## config.mk

```make
export PLATFORM = sky130hd
export DESIGN_NAME = vga_timing_gen
export DESIGN_NICKNAME = d
export VERILOG_FILES = /design/src/rtl/vga_timing_gen.sv
export SDC_FILE = /design/constraint.sdc
export NUM_CORES = 1
export LEC_CHECK = 0
export BUFFER_PORTS_ARGS = -buffer_cell sky130_fd_sc_hd__buf_4
export CAP_MARGIN = 20
export CORE_AREA = 2 2 94 96
export CTS_BUF_LIST = sky130_fd_sc_hd__clkbuf_8
export CTS_CLUSTER_SIZE = 12
export DETAILED_ROUTE_END_ITERATION = 12
export DIE_AREA = 0 0 96 98
export SYNTH_ARGS = -nofsm -noshare
export SYNTH_HDL_FRONTEND = slang
export SYNTH_SLANG_ARGS = --single-unit
```

## constraint.sdc

```tcl
create_clock -name clk -period 4.4 [get_ports clk]
set_input_delay 0.88 -clock clk [delete_from_list [all_inputs] [get_ports clk]]
set_output_delay 0.88 -clock clk [all_outputs]
set_load 0.01 [all_outputs]
```

## src/rtl/vga_timing_gen.sv

```systemverilog
// Raster timing generator (default 640x480@60), one pixel per pix_en strobe, all outputs registered.
// Defining VGA_FRAME_CNT_EN enables the frame_cnt register; otherwise frame_cnt is tied to 0.
module vga_timing_gen #(
   parameter int H_ACTIVE = 640,
   parameter int H_FP     = 16,
   parameter int H_SYNC   = 96,
   parameter int H_BP     = 48,
   parameter int V_ACTIVE = 480,
   parameter int V_FP     = 10,
   parameter int V_SYNC   = 2,
   parameter int V_BP     = 33
) (
   input  logic       clk,
   input  logic       rst,
   input  logic       pix_en,
   output logic       hsync,
   output logic       vsync,
   output logic       de,
   output logic [9:0] x,
   output logic [9:0] y,
   output logic       frame_start,
   output logic [7:0] frame_cnt
);
   localparam int H_TOT = H_ACTIVE + H_FP + H_SYNC + H_BP;
   localparam int V_TOT = V_ACTIVE + V_FP + V_SYNC + V_BP;

   localparam logic [9:0] H_LAST = 10'(H_TOT - 1);
   localparam logic [9:0] V_LAST = 10'(V_TOT - 1);
   localparam logic [9:0] H_ACT  = 10'(H_ACTIVE);
   localparam logic [9:0] V_ACT  = 10'(V_ACTIVE);
   localparam logic [9:0] H_SS   = 10'(H_ACTIVE + H_FP);
   localparam logic [9:0] H_SE   = 10'(H_ACTIVE + H_FP + H_SYNC);
   localparam logic [9:0] V_SS   = 10'(V_ACTIVE + V_FP);
   localparam logic [9:0] V_SE   = 10'(V_ACTIVE + V_FP + V_SYNC);

   logic [9:0] r_h, r_v;
   logic [9:0] w_h_nxt, w_v_nxt;
   logic       w_de_nxt, w_frame_wrap;
   logic       r_hsync, r_vsync, r_de, r_fs;
   logic [9:0] r_x, r_y;

   // Outputs decode the *next* counter value so they land on the same edge as the step.
   always_comb begin
      w_h_nxt = r_h + 10'd1;
      w_v_nxt = r_v;
      if (r_h == H_LAST) begin
         w_h_nxt = '0;
         w_v_nxt = (r_v == V_LAST) ? '0 : r_v + 10'd1;
      end
      w_de_nxt     = (w_h_nxt < H_ACT) && (w_v_nxt < V_ACT);
      w_frame_wrap = (w_h_nxt == '0) && (w_v_nxt == '0);
   end

   always_ff @(posedge clk or posedge rst) begin
      if (rst) begin
         r_h     <= H_LAST;
         r_v     <= V_LAST;
         r_hsync <= 1'b1;
         r_vsync <= 1'b1;
         r_de    <= 1'b0;
         r_x     <= '0;
         r_y     <= '0;
         r_fs    <= 1'b0;
      end else begin
         r_fs <= 1'b0;
         if (pix_en) begin
            r_h     <= w_h_nxt;
            r_v     <= w_v_nxt;
            r_hsync <= !((w_h_nxt >= H_SS) && (w_h_nxt < H_SE));
            r_vsync <= !((w_v_nxt >= V_SS) && (w_v_nxt < V_SE));
            r_de    <= w_de_nxt;
            r_x     <= w_de_nxt ? w_h_nxt : '0;
            r_y     <= w_de_nxt ? w_v_nxt : '0;
            r_fs    <= w_frame_wrap;
         end
      end
   end

`ifdef VGA_FRAME_CNT_EN
   logic [7:0] r_frame_cnt;
   logic       r_started;

   // The first frame after reset is frame 0, so its start pulse does not count up.
   always_ff @(posedge clk or posedge rst) begin
      if (rst) begin
         r_frame_cnt <= '0;
         r_started   <= 1'b0;
      end else if (pix_en) begin
         r_started <= 1'b1;
         if (w_frame_wrap && r_started)
            r_frame_cnt <= r_frame_cnt + 8'd1;
      end
   end

   assign frame_cnt = r_frame_cnt;
`else
   assign frame_cnt = '0;
`endif

   assign hsync       = r_hsync;
   assign vsync       = r_vsync;
   assign de          = r_de;
   assign x           = r_x;
   assign y           = r_y;
   assign frame_start = r_fs;

endmodule

```

## Word level (Yosys, flattened, before mapping)

Cells that the tools add are included.
W data, S select, Z words.

- $lt $le $gt $ge: 6
- Add/sub/neg operators: 2
- Equality and inequality tests: 2
- Reductions and logical operators: 8
- Multiplexer cells: 6

Operator list:

| kind | number |
|---|---|
| $mux W10 | 5 |
| $add A10 B1 Y10 const B | 2 |
| $eq A10 B10 Y1 const B | 2 |
| $logic_not A10 Y1 | 2 |
| $lt A10 B10 Y1 const B | 2 |
| $lt A10 B9 Y1 const B | 2 |
| $ge A10 B10 Y1 const B | 1 |
| $ge A10 B9 Y1 const B | 1 |
| $logic_and A1 B1 Y1 | 4 |
| $logic_not A1 Y1 | 2 |
| $mux W1 | 1 |

- Logic and storage cells: 32
- Register bits: 44
- Output and inout port bits: 32

## Longest topological paths before layout

Gate-level depths: netlist of run 1.

- Word-level depth: 6
- Depth in mapped cells: 11
- Gate-level depth less buffers: 8

## Least setup slack after synthesis of run 1

Ideal clock, no wire load.

- Path kind: reg-to-reg
- Start: register r_h[0]
- End: register r_vsync, in the netlist vsync
- Data required time: 4.317 ns
- Setup time: 0.083 ns
- Arrival time: 2.468 ns
- Setup slack: 1.849 ns
- Cell stages (with the launch flop): 9
- Cell sequence: dfstp_2 ha_1 and4_1 buf_6 nand3_2 nor4_1 o22ai_1 or4b_1 o32a_1

- Cells in the longest elaborated chain, start to end: 5

Ends and longest elaborated chain:

| element | line | text |
|---|---|---|
| start, declared | 36 | `logic [9:0] r_h, r_v;` |
| start signal, assigned | 67 | `r_h <= w_h_nxt;` |
| $eq A10 B10 Y1 * | 46 | `if (r_h == H_LAST) begin` |
| $mux W10 * | 46 |  |
| $ge A10 B9 Y1 / $lt A10 B9 Y1 (equally long branches) | 70 | `r_vsync <= !((w_v_nxt >= V_SS) && (w_v_nxt < V_SE));` |
| $logic_and A1 B1 Y1 * | 70 |  |
| $logic_not A1 Y1 * | 70 |  |
| end signal, assigned | 70 |  |
| end, declared | 39 | `logic r_hsync, r_vsync, r_de, r_fs;` |

Mark *: on every way between the ends. The rest lies on a longest branch, timed or not.
A chain may end at the register's enable or synchronous reset.

## Worst setup path in the final report of run 1

Same ends and word-level chain as after synthesis.

==> results.md, run 1 <==
* Synth top area share at 0.298
* I/O pin count at 35
* RSZ-0062 raised after global routing: false
* Max-slew violation count at 0
* IO buf count at 26
* CTS tree: yes
* Worst-case reg-to-reg path depth at 7
* Die Width at 96 um
* Sink Count at 44
* Worst R2R End: vsync
* Cells after synthesis at 297
* Initial Utilization at 0.317
* Vias in the first global route at 2,101
* Crit path capture type: flop
* RD Place Congestion at 0.827
* R2R Path Start: r_h[0]
* Sw Ratio at 0.372
* Via Count at 2,178
* CTS-repair resized insts at 0
* Worst Skew at 13.1 ps
* Leakage at 1.23 nW
* Share of cells above drive strength 1 at 0.182
* PnR worst setup slack at 1180 ps
* Worst Hold End: y[2]
* Post-synthesis sequential area ratio at 0.415
* TNS Setup at 0 ps
* Final setup fails at 0
* Net Switching at 0.556 mW
* Pre-Repair DR Iteration Count at 4
* Post-CTS Hold Fix Bufs at 0
* Clock slew at reported path FFs at 90 ps
* Filler Cell Count at 887
* Core area at 8470 um^2
* Post-synth EDFFs at 0
* Hold path start: y[2]
* Post-CTS Setup Bufs at 0
* # nets final at 313
* Pre-CTS setup slack at 1240 ps
* Worst setup SP type: flop
* Global-route wire length before repair at 10.8 mm
* Flop pwr share at 0.434
* Register Area at 1120 um^2
* Number of buffers created by CTS at 5
* Setup CP Type: reg2reg
* Primary FF master, synth: dfrtp_1
* Clock buffer depth at 2
* Post-DP HPWL at 4.40 mm
* Total Die Area at 9410 um^2
* Total track usage at 0.144
* Yosys reg bits at 44
* Post-synthesis cell type count at 58
* Post-Route WL at 6.35 mm
* Post-synth top area cell: dfrtp_1
* Most frequent cells in the layout: nand2_1 (44), dfrtp_1 (32), buf_4 (27)
* Share of total power in combinational logic at 0.334
* Row count at 34
* Peak Freq at 0.310 GHz
* Cell Int Power at 0.939 mW
* Root buffer selected by CTS: clkbuf_8
* H-Tree Depth at 2
* R2R Setup Slk at 1180 ps
* Hold depth at 1
* Final hold vios at 0
* Synthesis Warnings at 0
* Die height at 98 um
* Mapped cell area at 2690 um^2
* 1st-iter DRT viols at 133
* Commonest non-fill, non-tap cell in the layout: nand2_1
* Clk_lat worst skew at 300 ps
* Clock share of power at 0.231
* Max_slew headroom at 0.385
* VDD IR max at 0.201 mV
* Initial antenna violation count at 0
* Pwr dens at 499 nW/um^2
* Status: finished clean
* Footprint of the multi-input gates at 1360 um^2
* Residual DRC at 0
* Max_cap viols at 0
* N_diodes at 0
* Critical Path Fanout Max at 14
* Synth top area cells: dfrtp_1 (30%), dfstp_2 (12%), nand2_1 (6.1%)
* Final worst path period share at 0.733
* Worst hold path class: reg2reg
* WL per Instance at 15.3 um
* WP data required at 4620 ps
* Area Overhead vs Synth at 11.4%
* Worst Max-Slew Pin Slew at 922 ps
* Pin count of the biggest net entering global routing at 45
* Routed Antenna Nets at 0
* Vias per cell at 5.25
* Post-Syn Area per Cell at 9.05 um^2
* CP Data Arrival Time at 3440 ps
* GR Overflow Total at 0
* Asr flop ratio synth at 1.00
* Min cycle time layout at 3220 ps
==> critical path, cell delays in order, from the launching register on <==
cell,delay [ps]
dfstp_2,610
ha_1,280
and4_1,480
and3_1,610
o21ai_2,100
a21o_1,200
or4b_1,510
o32a_1,340
==> metrics by stage <==
stage | area, um^2 | cells | power (mW) | hold slack (ps) | util
after floorplan | 2710 | 304 | 0.995 | 479 | -
after global placement | 2870 | 407 | 1.15 | 468 | 0.339
after detailed placement | 2870 | 407 | 1.15 | 475 | 0.339
after CTS | 2990 | 415 | 1.50 | 496 | 0.354
after global routing | 2990 | 415 | 1.60 | 521 | 0.354
final | 2990 | 415 | 1.49 | 494 | 0.354
==> cells by family after synthesis <==
| kind of cell | Yosys count | synth area share |
|---|---|---|
| compound gates | 68 | 0.188 |
| xor+xnor | 19 | 0.0619 |
| fa+ha+maj | 4 | 0.0186 |
| buf+inv | 46 | 0.0885 |
| flops | 44 | 0.415 |
| mux | 1 | 0.00372 |
| other cells | 1 | 0.00140 |
| simple gates | 114 | 0.223 |
==> how the worst max path moves through the flow <==
stage | startpoint | to | cells past startpoint | slack [ps]
6_report | r_h[0] | vsync | 7 | 1180
5_1_grt | r_h[0] | x[5] | 8 | 950
4_1_cts | r_h[0] | vsync | 7 | 1200
3_5_place_dp | r_h[0] | vsync | 7 | 1240
3_3_place_gp | r_h[0] | vsync | 7 | 1320
2_1_floorplan | r_h[0] | vsync | 8 | 1850
==> cells in the mapped netlist (2+ instances only) <==
| library cell | n |
|---|---|
| nor4bb_1 | 3 |
| buf_2 | 3 |
| and4_1 | 2 |
| xor2_1 | 2 |
| buf_6 | 2 |
| dfrtp_1 | 32 |
| buf_1 | 2 |
| nor2_1 | 14 |
| nand3_1 | 14 |
| and3b_1 | 2 |
| o32a_1 | 2 |
| nor3_1 | 6 |
| and3_1 | 6 |
| nand2_1 | 44 |
| inv_1 | 13 |
| dfstp_2 | 12 |
| clkbuf_1 | 12 |
| buf_4 | 12 |
| a21oi_1 | 7 |
| a32oi_1 | 2 |
| a31oi_1 | 4 |
| o31ai_1 | 5 |
| o21ai_0 | 16 |
| o2bb2ai_1 | 13 |
| ha_1 | 4 |
| nand4_1 | 6 |
| nor4_1 | 5 |
| a21o_1 | 4 |
| xnor2_1 | 17 |
| nor2b_1 | 3 |
==> layout make-up <==
cell class,count,area share
multi-input cells,214,0.454
flip-flops and latches,44,0.373
repair buffers,27,0.0677
well taps,108,0.0452
clock buffers,7,0.0322
inverters,14,0.0176
clock inverters,1,0.0100
==> flip-flops by register name (all words and copies together) (netlist names) <==
| name | count |
|---|---|
| r_h | 10 |
| r_v | 10 |
| x | 10 |
| y | 10 |
| de | 1 |
| frame_start | 1 |
| hsync | 1 |
| vsync | 1 |
==> per-layer routing <==
| metal | share of wire | wire length [um] | global-route usage |
|---|---|---|---|
| met4 | 0.0093 | 59 | 0.0396 |
| met3 | 0.038 | 242 | 0.0285 |
| met1 | 0.48 | 3070 | 0.211 |
| met2 | 0.47 | 2980 | 0.217 |
| met5 | 0 | 0 | 0 |
==> power groups by stage <==
stage,Combinational (mW),Clock [mW],Sequential [mW]
after global routing,0.557,0.375,0.671
after CTS,0.503,0.350,0.647
after detailed placement,0.500,0,0.653
after global placement,0.499,0,0.651
after floorplan,0.390,0,0.604
final,0.499,0.346,0.649
Power figures use the tool's default switching activity.
==> run 2, diff against run 1 <==
--- a/config.mk
+++ b/config.mk
@@ -5,13 +5,14 @@
 export SDC_FILE = /design/constraint.sdc
 export NUM_CORES = 1
 export LEC_CHECK = 0
+export ABC_AREA = 1
 export BUFFER_PORTS_ARGS = -buffer_cell sky130_fd_sc_hd__buf_4
 export CAP_MARGIN = 20
-export CORE_AREA = 2 2 94 96
+export CORE_AREA = 2 2 96 98
 export CTS_BUF_LIST = sky130_fd_sc_hd__clkbuf_8
 export CTS_CLUSTER_SIZE = 12
 export DETAILED_ROUTE_END_ITERATION = 12
-export DIE_AREA = 0 0 96 98
+export DIE_AREA = 0 0 98 100
 export SYNTH_ARGS = -nofsm -noshare
 export SYNTH_HDL_FRONTEND = slang
 export SYNTH_SLANG_ARGS = --single-unit
==> constraint.sdc (replaced) <==
create_clock -name clk -period 2.65 [get_ports clk]
set_input_delay 0.53 -clock clk [delete_from_list [all_inputs] [get_ports clk]]
set_output_delay 0.53 -clock clk [all_outputs]
set_load 0.01 [all_outputs]
==> results.md, run 2 <==
* Status: finished clean (unchanged)
* Final setup fails at 0 (unchanged)
* CP Data Arrival Time at 2630 ps (was 3440 ps)
* Top cells by count, synth: nand2_1 (109), nor2_1 (37), dfrtp_1 (32) (was nand2_1 (44), dfrtp_1 (32), xnor2_1 (17))
* TNS Setup at 0 ps (unchanged)
* Clock buffer depth at 2 (unchanged)
* Met3 Use GR at 0.0202 (was 0.0285)
* Post-CTS Setup Bufs at 0 (unchanged)
* Area Overhead vs Synth at 11.8% (was 11.4%)
* 1st-iter DRT viols at 244 (was 133)
* Pin count of the biggest net entering global routing at 29 (was 45)
* VDD IR max at 0.266 mV (was 0.201 mV)
* Layer with the highest usage: met2 (unchanged)
* CP most frequent cell: nand2_1
* Clock slew at reported path FFs at 90 ps (about the same)
* Root buffer selected by CTS: clkbuf_8 (unchanged)
* Synth top area share at 0.283 (was 0.298)
* Row count at 35 (was 34)
* Max-slew violation count at 0 (unchanged)
* Initial Utilization at 0.318 (was 0.317)
* Worst-path cell chain: ha_1, nand3_2, nor2_4, nand2_2, nand2_1, nand2_1, nand2_2, nor2_4, nor2_8, nand3_2, nand2_1 (was ha_1, and4_1, and3_1, o21ai_2, a21o_1, or4b_1, o32a_1)
* Post-CTS Hold Fix Bufs at 0 (unchanged)
* # nets final at 388 (was 313)
* Residual DRC at 0 (unchanged)
* N_diodes at 0 (unchanged)
* Total Die Area at 9800 um^2 (was 9410 um^2)
* Critical Path Fanout Max at 20 (was 14)
* Share of cells above drive strength 1 at 0.262 (was 0.182)
* Pwr dens at 595 nW/um^2 (was 499 nW/um^2)
* CTS-repair resized insts at 0 (unchanged)
* Fin area at 3170 um^2 (was 2990 um^2)
* Setup CP Type: reg2reg (unchanged)
* WL per Instance at 12.5 um (was 15.3 um)
* Top-count cell post-synth: nand2_1 (unchanged)
* Worst setup SP type: flop (unchanged)
* Final hold vios at 0 (unchanged)
* Clk_lat worst skew at 300 ps (about the same)
* Synth top area cells: dfrtp_1 (28%), nand2_1 (14%), dfstp_2 (11%) (was dfrtp_1 (30%), dfstp_2 (12%), nand2_1 (6.1%))
* Initial antenna violation count at 0 (unchanged)
* Post-synthesis sequential area ratio at 0.394 (was 0.415)
* Number of buffers created by CTS at 5 (unchanged)
* Mapped cell area at 2830 um^2 (was 2690 um^2)
* Critical path depth at 11 (was 7)
* Placed cell areas at 3040 um^2 (was 2870 um^2)
* Final worst path period share at 0.899 (was 0.733)
* Crit path buf inv count at 0 (unchanged)
* Post-synthesis cell type count at 35 (was 58)
* Post-Route WL at 6.19 mm (was 6.35 mm)
* Global-route wire length before repair at 10.6 mm (was 10.8 mm)
* Most frequent cells in the layout: nand2_1 (109), nor2_1 (37), dfrtp_1 (32) (was nand2_1 (44), dfrtp_1 (32), buf_4 (27))
* WP data required at 2890 ps (was 4620 ps)
* Worst-case reg-to-reg path depth at 11 (was 7)
* Die Width at 98 um (was 96 um)
* Slowest-stage cell, CP: dfstp_2 (unchanged)
* Max_slew headroom at 0.477 (was 0.385)
* Vias in the first global route at 2,182 (was 2,101)
* Pre-Repair DR Iteration Count at 4 (unchanged)
* Final Util at 0.356 (was 0.354)
* Asr flop ratio synth at 1.00 (unchanged)
* Peak Freq at 0.420 GHz (was 0.310 GHz)
* M2 GR Usage at 0.205 (was 0.217)
* Worst hold path class: in2async (was reg2reg)
* Crit path capture type: flop (unchanged)
* Total track usage at 0.131 (was 0.144)
* Primary FF master, synth: dfrtp_1 (unchanged)
* Slowest Stage Delay on Critical Path at 590 ps (was 610 ps)
* Die height at 100 um (was 98 um)
* Via Count at 2,311 (was 2,178)
* H-Tree Depth at 2 (unchanged)
* Cells after synthesis at 359 (was 297)
* Post-synth EDFFs at 0 (unchanged)
* Max_cap viols at 0 (unchanged)
* Worst Max-Slew Pin Slew at 784 ps (was 922 ps)
* RD Place Congestion at 0.874 (was 0.827)
* Post-DP HPWL at 4.68 mm (was 4.40 mm)
* Post-Syn Area per Cell at 7.88 um^2 (was 9.05 um^2)
* Crit path max-delay family: simple AND/OR/NAND/NOR gates (unchanged)
* Routed Antenna Nets at 0 (unchanged)
* Core area at 8890 um^2 (was 8470 um^2)
* RSZ-0062 raised after global routing: false (unchanged)
* GR Overflow Total at 0 (unchanged)
* Vias per cell at 4.69 (was 5.25)
* Synthesis Warnings at 0 (unchanged)
* Sink Count at 44 (unchanged)
* Worst Skew at 11.2 ps (was 13.1 ps)
* Commonest non-fill, non-tap cell in the layout: nand2_1 (unchanged)
* Post-synth top area cell: dfrtp_1 (unchanged)
* IO buf count at 26 (unchanged)
* R2R Setup Slk at 270 ps (was 1180 ps)
* Yosys reg bits at 44 (unchanged)
* GRT met1 Usage at 0.187 (was 0.211)
* Leakage at 1.53 nW (was 1.23 nW)
* Min cycle time layout at 2380 ps (was 3220 ps)
* I/O pin count at 35 (unchanged)
* CTS tree: yes (unchanged)
==> run 2: cell types whose count changed in the layout (fill, tap and decap cells not counted), sizes merged, moves of 6 or more <==
| cell | previous run | this run |
|---|---|---|
| nand2 | 44 | 122 |
| nand3 | 15 | 50 |
| nor2 | 14 | 45 |
| inv | 14 | 34 |
| xnor2 | 17 | 0 |
| o2bb2ai | 13 | 0 |
| o21bai | 0 | 10 |
| o21ai | 17 | 10 |
| and3 | 6 | 0 |
| nor4 | 6 | 0 |
==> run 2: through the flow <==
step                hold WS, ps  instances  setup slack (ps)  power, mW
global placement            466        485               369       1.35
detailed placement          467        485               310       1.34
finish                      210        493               267       1.88
CTS                         223        493               276       1.90
global route                241        493              83.7       2.00
floorplan                   471        366               674       1.26
==> run 2: worst paths after layout <==
kind,start,to
max,r_h[0],y[5]
min in group clk,y[4],y[4]
max reg2reg,r_h[0],y[5]
min,rst,x[3]
max in group asynchronous,rst,r_v[2]
min reg2reg,y[4],y[4]
==> run 2: cell type report <==
type	count	area, um^2
Tap cell	111	139
Fill cell	952	5720
Timing Repair Buffer	29	218
Clock buffer	6	82.6
Inverter	35	134
Clock inverter	2	38.8
Multi-Input combinational cell	266	1440
Sequential cell	44	1120
==> run 2: layer usage <==
| layer | part of all wire | routed length, um | up-vias |
|---|---|---|---|
| li1 | - | - | 1159 |
| met1 | 0.50 | 3110 | 1092 |
| met2 | 0.44 | 2720 | 51 |
| met3 | 0.040 | 246 | 9 |
| met4 | 0.018 | 111 | 0 |
| met5 | 0 | 0 | - |
==> run 2: report_power, final <==
part | switching (mW) | internal, mW | leakage, nW | total (mW)
clock network | 0.242 | 0.309 | 0.0614 | 0.550
logic | 0.308 | 0.145 | 0.906 | 0.453
registers | 0.110 | 0.771 | 0.562 | 0.881
==> run 2: cell families after synthesis <==
kind of cell / share of synthesized area
AO/OA/AOI/OAI: 0.0522
buffers and inverters: 0.107
AND/OR/NAND/NOR: 0.421
flip-flops: 0.394
XOR/XNOR: 0.00619
adder cells (fa/ha/maj): 0.0177
other: 0.00132
==> run 3, diff against run 2 <==
--- a/config.mk
+++ b/config.mk
@@ -13,6 +13,7 @@
 export CTS_CLUSTER_SIZE = 12
 export DETAILED_ROUTE_END_ITERATION = 12
 export DIE_AREA = 0 0 98 100
+export RECOVER_POWER = 50
 export SYNTH_ARGS = -nofsm -noshare
 export SYNTH_HDL_FRONTEND = slang
 export SYNTH_SLANG_ARGS = --single-unit
==> results.md, run 3 (synthesized netlist as in run 2, its figures left out) <==
* GR Overflow Total at 0 (unchanged)
* Post-DP HPWL at 4.68 mm (unchanged)
* CP most frequent cell: nand2_1 (unchanged)
* Worst hold path class: in2async (unchanged)
* Global-route wire length before repair at 10.6 mm (unchanged)
* Setup CP Type: reg2reg (unchanged)
* Worst setup SP type: flop (unchanged)
* Routed Antenna Nets at 0 (unchanged)
* IO buf count at 26 (unchanged)
* Non-Filler Instances at 493 (unchanged)
* Placed Instances at 485 (unchanged)
* R2R Setup Slk at 270 ps (about the same)
* Sink Count at 44 (unchanged)
* Clock slew at reported path FFs at 90 ps (about the same)
* Share of cells above drive strength 1 at 0.230 (was 0.262)
* Vias per cell at 4.71 (was 4.69)
* CTS tree: yes (unchanged)
* Commonest non-fill, non-tap cell in the layout: nand2_1 (unchanged)
* Min cycle time layout at 2380 ps (about the same)
* Pre-Repair DR Iteration Count at 4 (unchanged)
* Worst Skew at 11.1 ps (was 11.2 ps)
* Crit path max-delay family: simple AND/OR/NAND/NOR gates (unchanged)
* Final setup fails at 0 (unchanged)
* Total Die Area at 9800 um^2 (unchanged)
* Slowest-stage cell, CP: dfstp_2 (unchanged)
* Core area at 8890 um^2 (unchanged)
* RSZ-0062 raised after global routing: false (unchanged)
* WL per Instance at 12.5 um (about the same)
* H-Tree Depth at 2 (unchanged)
* Worst-path cell chain: ha_1, nand3_2, nor2_4, nand2_2, nand2_1, nand2_1, nand2_2, nor2_4, nor2_8, nand3_2, nand2_1 (unchanged)
* Clock buffer depth at 2 (unchanged)
* N_diodes at 0 (unchanged)
* Crit path buf inv count at 0 (unchanged)
* Root buffer selected by CTS: clkbuf_8 (unchanged)
* VDD IR max at 0.266 mV (about the same)
* Via Count at 2,323 (was 2,311)
* Number of buffers created by CTS at 5 (unchanged)
* Max-slew violation count at 0 (unchanged)
* CP Data Arrival Time at 2630 ps (about the same)
* 1st-iter DRT viols at 234 (was 244)
* Power consumption at 1.88 mW (about the same)
* Slowest Stage Delay on Critical Path at 590 ps (about the same)
* Area Overhead vs Synth at 10.3% (was 11.8%)
* Most frequent cells in the layout: nand2_1 (109), nor2_1 (37), dfrtp_1 (32) (unchanged)
* Max_slew headroom at 0.0292 (was 0.477)
* Crit path capture type: flop (unchanged)
* Leakage at 1.48 nW (was 1.53 nW)
* TNS Setup at 0 ps (unchanged)
* Die height at 100 um (unchanged)
* Row count at 35 (unchanged)
* Final worst path period share at 0.898 (was 0.899)
* Post-CTS Setup Bufs at 0 (unchanged)
* Filler Cell Count at 957 (was 952)
* Residual DRC at 0 (unchanged)
* Total track usage at 0.131 (unchanged)
* Initial antenna violation count at 0 (unchanged)
* Final hold vios at 0 (unchanged)
* Status: finished clean (unchanged)
* Pin count of the biggest net entering global routing at 29 (unchanged)
* Die Width at 98 um (unchanged)
* CTS-repair resized insts at 0 (unchanged)
* Max_cap viols at 0 (unchanged)
* Critical Path Fanout Max at 20 (unchanged)
* # nets final at 388 (unchanged)
* WP data required at 2900 ps (was 2890 ps)
* Final Util at 0.351 (was 0.356)
* I/O pin count at 35 (unchanged)
* Pwr dens at 604 nW/um^2 (was 595 nW/um^2)
* Worst Max-Slew Pin Slew at 1460 ps (was 784 ps)
* Initial Utilization at 0.318 (unchanged)
* Peak Freq at 0.420 GHz (about the same)
* Post-CTS Hold Fix Bufs at 0 (unchanged)
* Clk_lat worst skew at 300 ps (about the same)
* RD Place Congestion at 0.874 (unchanged)
* Post-Route WL at 6.17 mm (was 6.19 mm)
* Vias in the first global route at 2,182 (unchanged)
[run 3: cell count changes in the layout (fill, tap and decap cells not counted)]
cell      change
clkbuf_4      +1
clkbuf_1     +12
buf_4        -13
[run 3: layer usage]
| metal | GRT usage | vias up | part of all wire |
|---|---|---|---|
| met2 | 0.205 | 60 | 0.44 |
| met1 | 0.187 | 1097 | 0.51 |
| met3 | 0.0202 | 9 | 0.039 |
| met5 | 0 | - | 0 |
| met4 | 0.0395 | 0 | 0.018 |
| li1 | - | 1157 | - |
[run 3: report_power, final]
group,switching (mW),internal [mW]
clock network,0.243,0.309
logic,0.307,0.145
registers,0.110,0.771
[run 3: per-stage QoR]
step	hold slack [ps]	instance area, um^2	setup WS (ps)
3_3_place_gp	466	3040	369
2_1_floorplan	471	2860	674
3_5_place_dp	467	3040	310
5_1_grt	243	3120	83.7
6_report	208	3120	270
4_1_cts	223	3170	276
[run 3: path summary, 6_finish.rpt]
check / startpoint / to / cells after the start
setup / recovery: r_h[0] / y[5] / 11
hold / removal: rst / x[3] / 2
max in group asynchronous: rst / r_v[5] / 3
setup reg to reg: r_h[0] / y[5] / 11
min in group clk: de / de / 2
hold reg to reg: de / de / 2
[run 3: layout make-up]
class	count	area (um^2)	share of cell area
multi-input cells	266	1440	0.461
flip-flops and latches	44	1120	0.358
repair buffers	29	173	0.0553
well taps	111	139	0.0445
inverters	35	134	0.0429
clock buffers	6	82.6	0.0265
clock inverters	2	38.8	0.0124
